[src/rtl/div_ctrl.sv]
// Control sequencer for a shift/trial-subtract restoring divider: loads operands,
// seeds the accumulator, runs WIDTH iterations and signals completion.
module div_ctrl #(
   parameter int WIDTH = 10,
   parameter int CNT_W = 4
) (
   input  logic             clock,
   input  logic             rst,
   input  logic             start,
   input  logic             sub_neg,
   input  logic             dvsr_zero,
   output logic             dvsr_ld,
   output logic             q_ld,
   output logic             acc_init,
   output logic             acc_ld,
   output logic             q_shift,
   output logic             q_bit,
   output logic             busy,
   output logic             ready,
   output logic             done,
   output logic             div_by_zero,
   output logic [CNT_W-1:0] iter
);

   typedef enum logic [2:0] {
      S_IDLE = 3'd0,
      S_LOAD = 3'd1,
      S_INIT = 3'd2,
      S_ITER = 3'd3,
      S_DONE = 3'd4,
      S_ERR  = 3'd5
   } state_t;

   localparam logic [CNT_W-1:0] LAST_ITER = CNT_W'(WIDTH - 1);

   state_t state;
   state_t state_nxt;

   always_ff @(posedge clock) begin
      if (rst) begin
         state <= S_IDLE;
      end else begin
         state <= state_nxt;
      end
   end

   // iter saturates at the last index so it can never wrap or run past WIDTH-1
   always_ff @(posedge clock) begin
      if (rst) begin
         iter <= '0;
      end else if (state == S_INIT) begin
         iter <= '0;
      end else if ((state == S_ITER) && (iter != LAST_ITER)) begin
         iter <= iter + CNT_W'(1);
      end
   end

   always_comb begin
      state_nxt = S_IDLE;
      case (state)
         S_IDLE: begin
            if (start) begin
               state_nxt = dvsr_zero ? S_ERR : S_LOAD;
            end else begin
               state_nxt = S_IDLE;
            end
         end
         S_LOAD: state_nxt = S_INIT;
         S_INIT: state_nxt = S_ITER;
         S_ITER: state_nxt = (iter == LAST_ITER) ? S_DONE : S_ITER;
         S_DONE: state_nxt = S_IDLE;
         S_ERR:  state_nxt = S_IDLE;
         default: state_nxt = S_IDLE;
      endcase
   end

   // acc_ld and q_bit follow the trial subtract: a negative result restores
   always_comb begin
      dvsr_ld     = 1'b0;
      q_ld        = 1'b0;
      acc_init    = 1'b0;
      acc_ld      = 1'b0;
      q_shift     = 1'b0;
      q_bit       = 1'b0;
      busy        = 1'b0;
      ready       = 1'b0;
      done        = 1'b0;
      div_by_zero = 1'b0;
      case (state)
         S_IDLE: begin
            ready = 1'b1;
         end
         S_LOAD: begin
            busy    = 1'b1;
            dvsr_ld = 1'b1;
            q_ld    = 1'b1;
         end
         S_INIT: begin
            busy     = 1'b1;
            acc_init = 1'b1;
         end
         S_ITER: begin
            busy    = 1'b1;
            q_shift = 1'b1;
            acc_ld  = ~sub_neg;
            q_bit   = ~sub_neg;
         end
         S_DONE: begin
            busy = 1'b1;
            done = 1'b1;
         end
         S_ERR: begin
            busy        = 1'b1;
            done        = 1'b1;
            div_by_zero = 1'b1;
         end
         default: begin
            ready = 1'b0;
         end
      endcase
   end

endmodule

[config.mk]
export PLATFORM = sky130hd
export DESIGN_NAME = div_ctrl
export DESIGN_NICKNAME = d
export VERILOG_FILES = /design/src/rtl/div_ctrl.sv
export SDC_FILE = /design/constraint.sdc
export NUM_CORES = 1
export LEC_CHECK = 0
export CORE_MARGIN = 2
export CORE_UTILIZATION = 30
export DETAILED_ROUTE_END_ITERATION = 10
export HOLD_SLACK_MARGIN = 0.03
export SLEW_MARGIN = 10
export SYNTH_ARGS = -nofsm -noshare
export SYNTH_HDL_FRONTEND = slang
export SYNTH_SLANG_ARGS = --single-unit
[constraint.sdc]
create_clock -name clock -period 1.69 [get_ports clock]
set_input_delay 0.169 -clock clock [delete_from_list [all_inputs] [get_ports clock]]
set_output_delay 0.169 -clock clock [all_outputs]
set_load 0.01 [all_outputs]
After elaboration in Yosys (flattened, before gate mapping)
Index checks and enable logic that the tools add are counted.
W data, S select, Z words.
- register bits: 7
- input bits: 5
- add/sub/neg operators: 1
- equality and inequality tests: 7
- muxes and demuxes: 12
- bitwise gates (word level): 1
- reduce and logical (&&, ||, !) cells: 5
- operators with widths (cell ; number):
    $pmux W3 S4 ; 1
    $mux W3 ; 3
    $mux W1 ; 8
    $eq A3 B2 Y1 const B ; 2
    $eq A3 B3 Y1 const B ; 2
    $reduce_or A5 Y1 ; 1
    $add A4 B1 Y4 const B ; 1
    $eq A4 B4 Y1 const B ; 1
    $ne A4 B4 Y1 const B ; 1
    $reduce_or A2 Y1 ; 2
    $eq A3 B1 Y1 const B ; 1
    $logic_not A3 Y1 ; 1
    $logic_and A1 B1 Y1 ; 1
    $not A1 Y1 ; 1

Logic depth before layout (Yosys ltp)
Gate-level depths: netlist of run 1.
- depth in word-level cells: 3
- gate-level depth with buffers: 5
- depth with buffers taken out: 5

Worst setup path before layout of run 1
Ideal clock, no wire load.
- kind: reg2reg
- start: register iter[1]
- end: register iter[0]
- arrival time: 1.274 ns
- path slack: 0.346 ns
- cell stages (with the launch flop): 6
- buffers on the path: 0
- period minus slack after synthesis: 1.344 ns
- cell sequence: dfxtp_1 > inv_1 > ha_1 > and3b_1 > or3_1 > a21oi_1
- longest elaborated chain between the ends: 2
- RTL lines (element ; RTL line ; source):
    from (decl) ; 22 ; output logic [CNT_W-1:0] iter
    from (signal assigned) ; 54 ; iter <= iter + CNT_W'(1);
    $ne A4 B4 Y1 ; 53 ; end else if ((state == S_ITER) && (iter != LAST_ITER)) begin
    $logic_and A1 B1 Y1 ; 53 ;
Every way passes these cells.
A chain may end at the register's enable or synchronous reset.

Worst setup path after layout of run 1
- start: register state[1]
- end: output port busy
- longest elaborated chain between the ends: 3
- elaborated cells on any way between the ends: 7
- those cells by class: 5 x eq/ne; 1 x mux; 1 x reduce/logical
- RTL lines (element ; RTL line ; source):
    from (decl) ; 36 ; state_t state;
    from (signal assigned) ; 43 ; state <= state_nxt;
    $eq A3 B2 Y1, or another cell as far along ; 89 ; case (state)
    $reduce_or A5 Y1 (no line) (*) ; -- ;
    $mux W1 (*) ; 89 ;
    to (decl) ; 18 ; output logic busy,
Every way passes the cells marked *; elsewhere a longest branch is shown, timed or not.

==> results of run 1 <==
[state kept, by name (all words and copies together), names as in the netlist]
| signal | flops |
|---|---|
| iter | 4 |
| state | 3 |
[what timing repair did]
action                     4_1_cts  5_1_grt
setup endpoints to repair        9        6
hold buffers                     0        0
resized for setup                8        8
[power groups by stage]
stage	combinational, mW	clock [mW]	sequential [mW]
3_5_place_dp	0.0965	0	0.191
6_report	0.0921	0.157	0.189
5_1_grt	0.103	0.167	0.191
4_1_cts	0.0955	0.160	0.191
2_1_floorplan	0.0551	0	0.185
3_3_place_gp	0.0966	0	0.191
[stage by stage]
stage	power (mW)	utilization, %	cells
after global placement	0.288	45.2	78
after CTS	0.446	48.1	82
after detailed placement	0.288	45.2	78
after global routing	0.462	49.7	82
final	0.439	49.7	82
after floorplan	0.240	-	48
[placed cells by master, fill, tap and decap left out, drive strengths merged, types with 3 or more instances in the layout]
cell,instances
o21ai,5
inv,4
a21oi,6
clkbuf,4
nor3,3
dfxtp,7
clkdlybuf4s50,10
dlymetal6s2s,6
[metal layers]
| layer | vias to the layer above | track usage [%] | share of wire (%) |
|---|---|---|---|
| li1 | 212 | - | - |
| met1 | 179 | 16.7 | 46 |
| met2 | 17 | 21.9 | 43 |
| met3 | 4 | 3.26 | 8.4 |
| met4 | 0 | 12.5 | 2.2 |
| met5 | - | 0 | 0 |
[cell usage after synthesis]
cell type,instances
nor2_1,2
nand3_1,2
ha_1,2
nand3b_4,1
o21ai_0,5
and3b_1,1
buf_4,2
nor2b_1,1
or3_1,2
inv_1,4
a21boi_0,1
nand2_1,1
a32oi_1,1
nand3b_1,1
a21oi_1,6
a31oi_1,1
and2_2,1
a311oi_1,1
nor3_1,3
dfxtp_1,7
buf_6,1
or2_4,1
nor3b_1,1
[kinds of logic after synthesis]
family	count (synthesis)	synth area share [%]
AND/OR/NAND/NOR	17	28.2
AO/OA/AOI/OAI	15	21.2
buffers and inverters	7	10.1
flip-flops	7	34.4
adder cells (fa/ha/maj)	2	6.13
[layout make-up]
| cell class | instances | area share [%] |
|---|---|---|
| Multi-Input combinational cell | 34 | 37.1 |
| Timing Repair Buffer | 18 | 30.2 |
| Sequential cell | 7 | 23.3 |
| Clock buffer | 4 | 4.12 |
| Tap cell | 15 | 2.94 |
| Inverter | 4 | 2.35 |
[worst max-delay path by stage]
stage	end	startpoint	depth (start not counted)	slack (ps)
after floorplan	iter[0]	iter[1]	5	350
after global placement	acc_init	state[1]	2	120
after detailed placement	acc_init	state[1]	2	100
after CTS	div_by_zero	state[2]	3	8
after global routing	busy	state[1]	3	40
final	busy	state[1]	3	120
==> impl_metrics.ini, run 1 <==
[timing]
rsz0062_at_grt = no
setup_tns_ps = 0
clock_skew_ps = 0.225
holdWs_ps = 497
setup_viol = 0
max_slew.worst_pin.slew_ps = 224
layout_min_cycle_time_ps = 1570
relSlewSlack_pct = 85.1
report.final.slew_viol_count = 0
hold_violations = 0
timing.final.ws_setup_ps = 124
fmax_ghz = 0.639
fin_crit_sh_pct = 92.6

[setup_path]
worstPathRequired_ps = 1520
crit_buf_inv = 1
critPathSlowestCell = clkdlybuf4s50_1
r2r_start = iter[1]
r2r_cells = 5
end_kind = output pin
worst_path_dominant_cell_family = buffers and inverters
start_kind = flip-flop
critPathMaxFanout = 9
critPathKind = reg -> out
rr_endpoint = iter[0]
crit_chain = nor3_2 -> a21oi_1 -> clkdlybuf4s50_1
cp.arrival_ps = 1400
cpPeakStageDelay_ps = 480
r2r_slack_ps = 300

[layout]
drive_gt1_share_pct = 17.9
fin_area_sq_um = 638
fill_cells = 135
multi_input_area_sq_um = 236
area_growth_pct = 56.4
nNetsFinal = 75
n_antenna_cell = 0
seq_area_sq_um = 149

[yosys]
synth_seq_area_share_pct = 34.4
ys_warn_count = 0
synthesis.area_sq_um = 408
mappedNetlistNets = 55
yosysTopAreaCell = dfxtp_1
synth.distinct_cells = 23
syn_area_per_cell_sq_um = 8.50
ys_ff_latch = 7
netlist.area_leader.share_pct = 34.4
synth_area_leaders = dfxtp_1 34%, a21oi_1 7.4%, ha_1 6.1%
synth_cells = 48

[placed_design]
placed_area_sq_um = 581
dp_slack_ps = 104
routabilityCongestion = 0.650
dp_hpwl_um = 676
port_buffers = 18

[global_routing]
grt_pass1_vias = 359
antenna_found_initial = 0
grt_pass1_wl_um = 1500
grt_max_degree = 10
grt_usage_pct = 14.4
grt_overflow = 0

[floorplan]
die-area_sq_um = 1670
core-area_sq_um = 1280
io_pins = 19
die_x_um = 40.9
die_h_um = 40.9
initial_core_util_pct = 31.7
fp-row-count = 13

[clock_network]
cts_tree = built
cts_setup_buffers = 0
cts_root_buffer = clkbuf_4
h-tree-depth = 1
clockBufferDepth = 2
clock_latency_ps = 250
numCtsBuffers = 3
path_clk_slew_ps = 50
cts_sinks = 7

[hold_path]
min_path_type = reg -> reg
min_from = state[2]
min_to = state[2]
hold_depth = 1

[pwr]
p_leak_nw = 0.351
switching_share_pct = 27.7
switching_power_uw = 121
pwr-share-comb_pct = 21.0
p_per_area_nw_per_um2 = 687
clkPwrFrac_pct = 35.8
max-vdd-ir-drop_mv = 0.485
pwr-share-seq_pct = 43.2
intPower_uw = 317

[run]
drv_cap = 0

[route]
num_vias = 412
drc_errors = 0
wl_per_cell_um = 11.4
drtAntennaViolNets = 0
drt_iter0_markers = 4
totalWireLength_um = 934
via_per_inst = 5.02
drt-pass1-iter-count = 4

[status]
outcome = completed
Note: power is estimated with default switching activity, not from simulation.
==> run 2: changes to the inputs <==
--- a/config.mk
+++ b/config.mk
@@ -8,7 +8,9 @@
 export CORE_MARGIN = 2
 export CORE_UTILIZATION = 30
 export DETAILED_ROUTE_END_ITERATION = 10
+export GPL_ROUTABILITY_DRIVEN = 1
 export HOLD_SLACK_MARGIN = 0.03
+export RECOVER_POWER = 100
 export SLEW_MARGIN = 10
 export SYNTH_ARGS = -nofsm -noshare
 export SYNTH_HDL_FRONTEND = slang
==> constraint.sdc (replaced) <==
create_clock -name clock -period 1.95 [get_ports clock]
set_input_delay 0.195 -clock clock [delete_from_list [all_inputs] [get_ports clock]]
set_output_delay 0.195 -clock clock [all_outputs]
set_load 0.01 [all_outputs]
==> impl_metrics.ini, run 2 (same netlist as run 1, synthesis figures left out) <==
[layout]
largest-register = iter
final_common_cell = clkdlybuf4s50_1
largestRegisters = iter: 4 flops, state: 3 flops
mostFrequentLayoutCells = 12 x clkdlybuf4s50_1, 7 x dfxtp_1, 6 x a21oi_1, 6 x dlygate4sd3_1, 5 x o21ai_0
largest_reg_flops = 4
area_growth_pct = 50.0
nNetsFinal = 75
n_antenna_cell = 0
drive_gt1_share_pct = 10.4

[route]
wl_met3_um = 71
drt-pass1-iter-count = 3
drtAntennaViolNets = 0
num_vias = 406
met2WireLength_um = 388
wl_met1_um = 442
wl_per_cell_um = 11.3
drc_errors = 0
drt_iter0_markers = 3
via_per_inst = 4.95
totalWireLength_um = 923
dr.max_layer_used = met4

[timing]
relSlewSlack_pct = 79.4
hold_violations = 0
fin_crit_sh_pct = 94.8
setup_tns_ps = 0
max_slew.worst_pin.slew_ps = 307
clock_skew_ps = 2.78
rsz0062_at_grt = no
layout_min_cycle_time_ps = 1850
holdWs_ps = 534
fmax_ghz = 0.541
report.final.slew_viol_count = 0
setup_viol = 0

[clock_network]
cts_tree = built
path_clk_slew_ps = 60
cts_root_buffer = clkbuf_4
clock_latency_ps = 260
ctsHoldBuffers = 0
numCtsBuffers = 3
clockBufferDepth = 2
cts_sinks = 7
h-tree-depth = 1

[floorplan]
die_x_um = 40.9
die_h_um = 40.9
die-area_sq_um = 1670
core-area_sq_um = 1280
initial_core_util_pct = 31.7
fp-row-count = 13
io_pins = 19

[setup_path]
crit_buf_inv = 1
r2r_slack_ps = 570
rr_endpoint = iter[0]
critPathMaxFanout = 8
crit_chain = nor2b_1 -> and2_2 -> dlygate4sd3_1
cpPeakStageDelay_ps = 590
start_kind = flip-flop
worst_path_dominant_cell_family = buffers and inverters
cp.arrival_ps = 1650
critPathSlowestCell = dlygate4sd3_1
end_kind = output pin
cp_num_cells = 3
r2r_start = iter[1]
critPathKind = reg -> out
worstPathRequired_ps = 1750
r2r_cells = 5

[global_routing]
grt_usage_pct = 14.4
grt_pass1_vias = 354
antenna_found_initial = 0
grt_pass1_wl_um = 1520
grt_max_degree = 10
grt_overflow = 0

[status]
outcome = completed

[placed_design]
dp_hpwl_um = 676
routabilityCongestion = 0.649
port_buffers = 18

[hold_path]
hold_depth = 2
min_from = iter[3]
min_to = iter[3]
min_path_type = reg -> reg

[pwr]
p_leak_nw = 0.267
max-vdd-ir-drop_mv = 0.412
p_per_area_nw_per_um2 = 627

[run]
drv_cap = 0
## run 2: metrics by stage
step	total power, mW	instance area (sq um)	util, %	instances	worst slack (ps)
4_1_cts	0.385	607	47.2	82	47.8
3_3_place_gp	0.249	581	45.2	78	354
3_5_place_dp	0.250	581	45.2	78	338
5_1_grt	0.403	612	47.6	82	0.774
2_1_floorplan	0.208	408	-	48	606
6_report	0.384	612	47.6	82	102
## run 2: worst register-to-register path, stage by stage (launching register included)
cell and delay, ps:
dfxtp_1 400, inv_1 60, ha_1 200, and3b_1 220
or3_1 310, a21oi_1 130
## run 2: worst max path at each step
stage / from / end / slack, ps
after CTS: state[1] / acc_init / 50
final: state[2] / div_by_zero / 100
after detailed placement: state[1] / acc_init / 340
after floorplan: iter[1] / iter[0] / 610
after global routing: state[0] / dvsr_ld / 0.8
after global placement: state[1] / acc_init / 350
## run 2: metal layers
layer | up-vias | global-route usage [%]
li1 | 209 | -
met1 | 176 | 17.6
met2 | 17 | 20.7
met4 | 0 | 12.5
met5 | - | 0
met3 | 4 | 3.26
## run 2: timing repair
item | CTS | global route
resized for setup | 0 | 1
setup buffers | 0 | 0
endpoints found under the setup margin | 0 | 1
## run 2: power by group
group          internal (mW)  leakage, nW  switching [mW]
clock                 0.0785       0.0150          0.0597
combinational         0.0494        0.195          0.0331
sequential             0.150       0.0570          0.0136
total                  0.278        0.267           0.106
## run 2: layout make-up
| cell class | instances | area (sq um) |
|---|---|---|
| well taps | 15 | 18.8 |
| inverters | 4 | 15.0 |
| multi-input cells | 34 | 231 |
| repair buffers | 18 | 180 |
| clock buffers | 4 | 26.3 |
| flip-flops and latches | 7 | 140 |
| fillers | 137 | 673 |
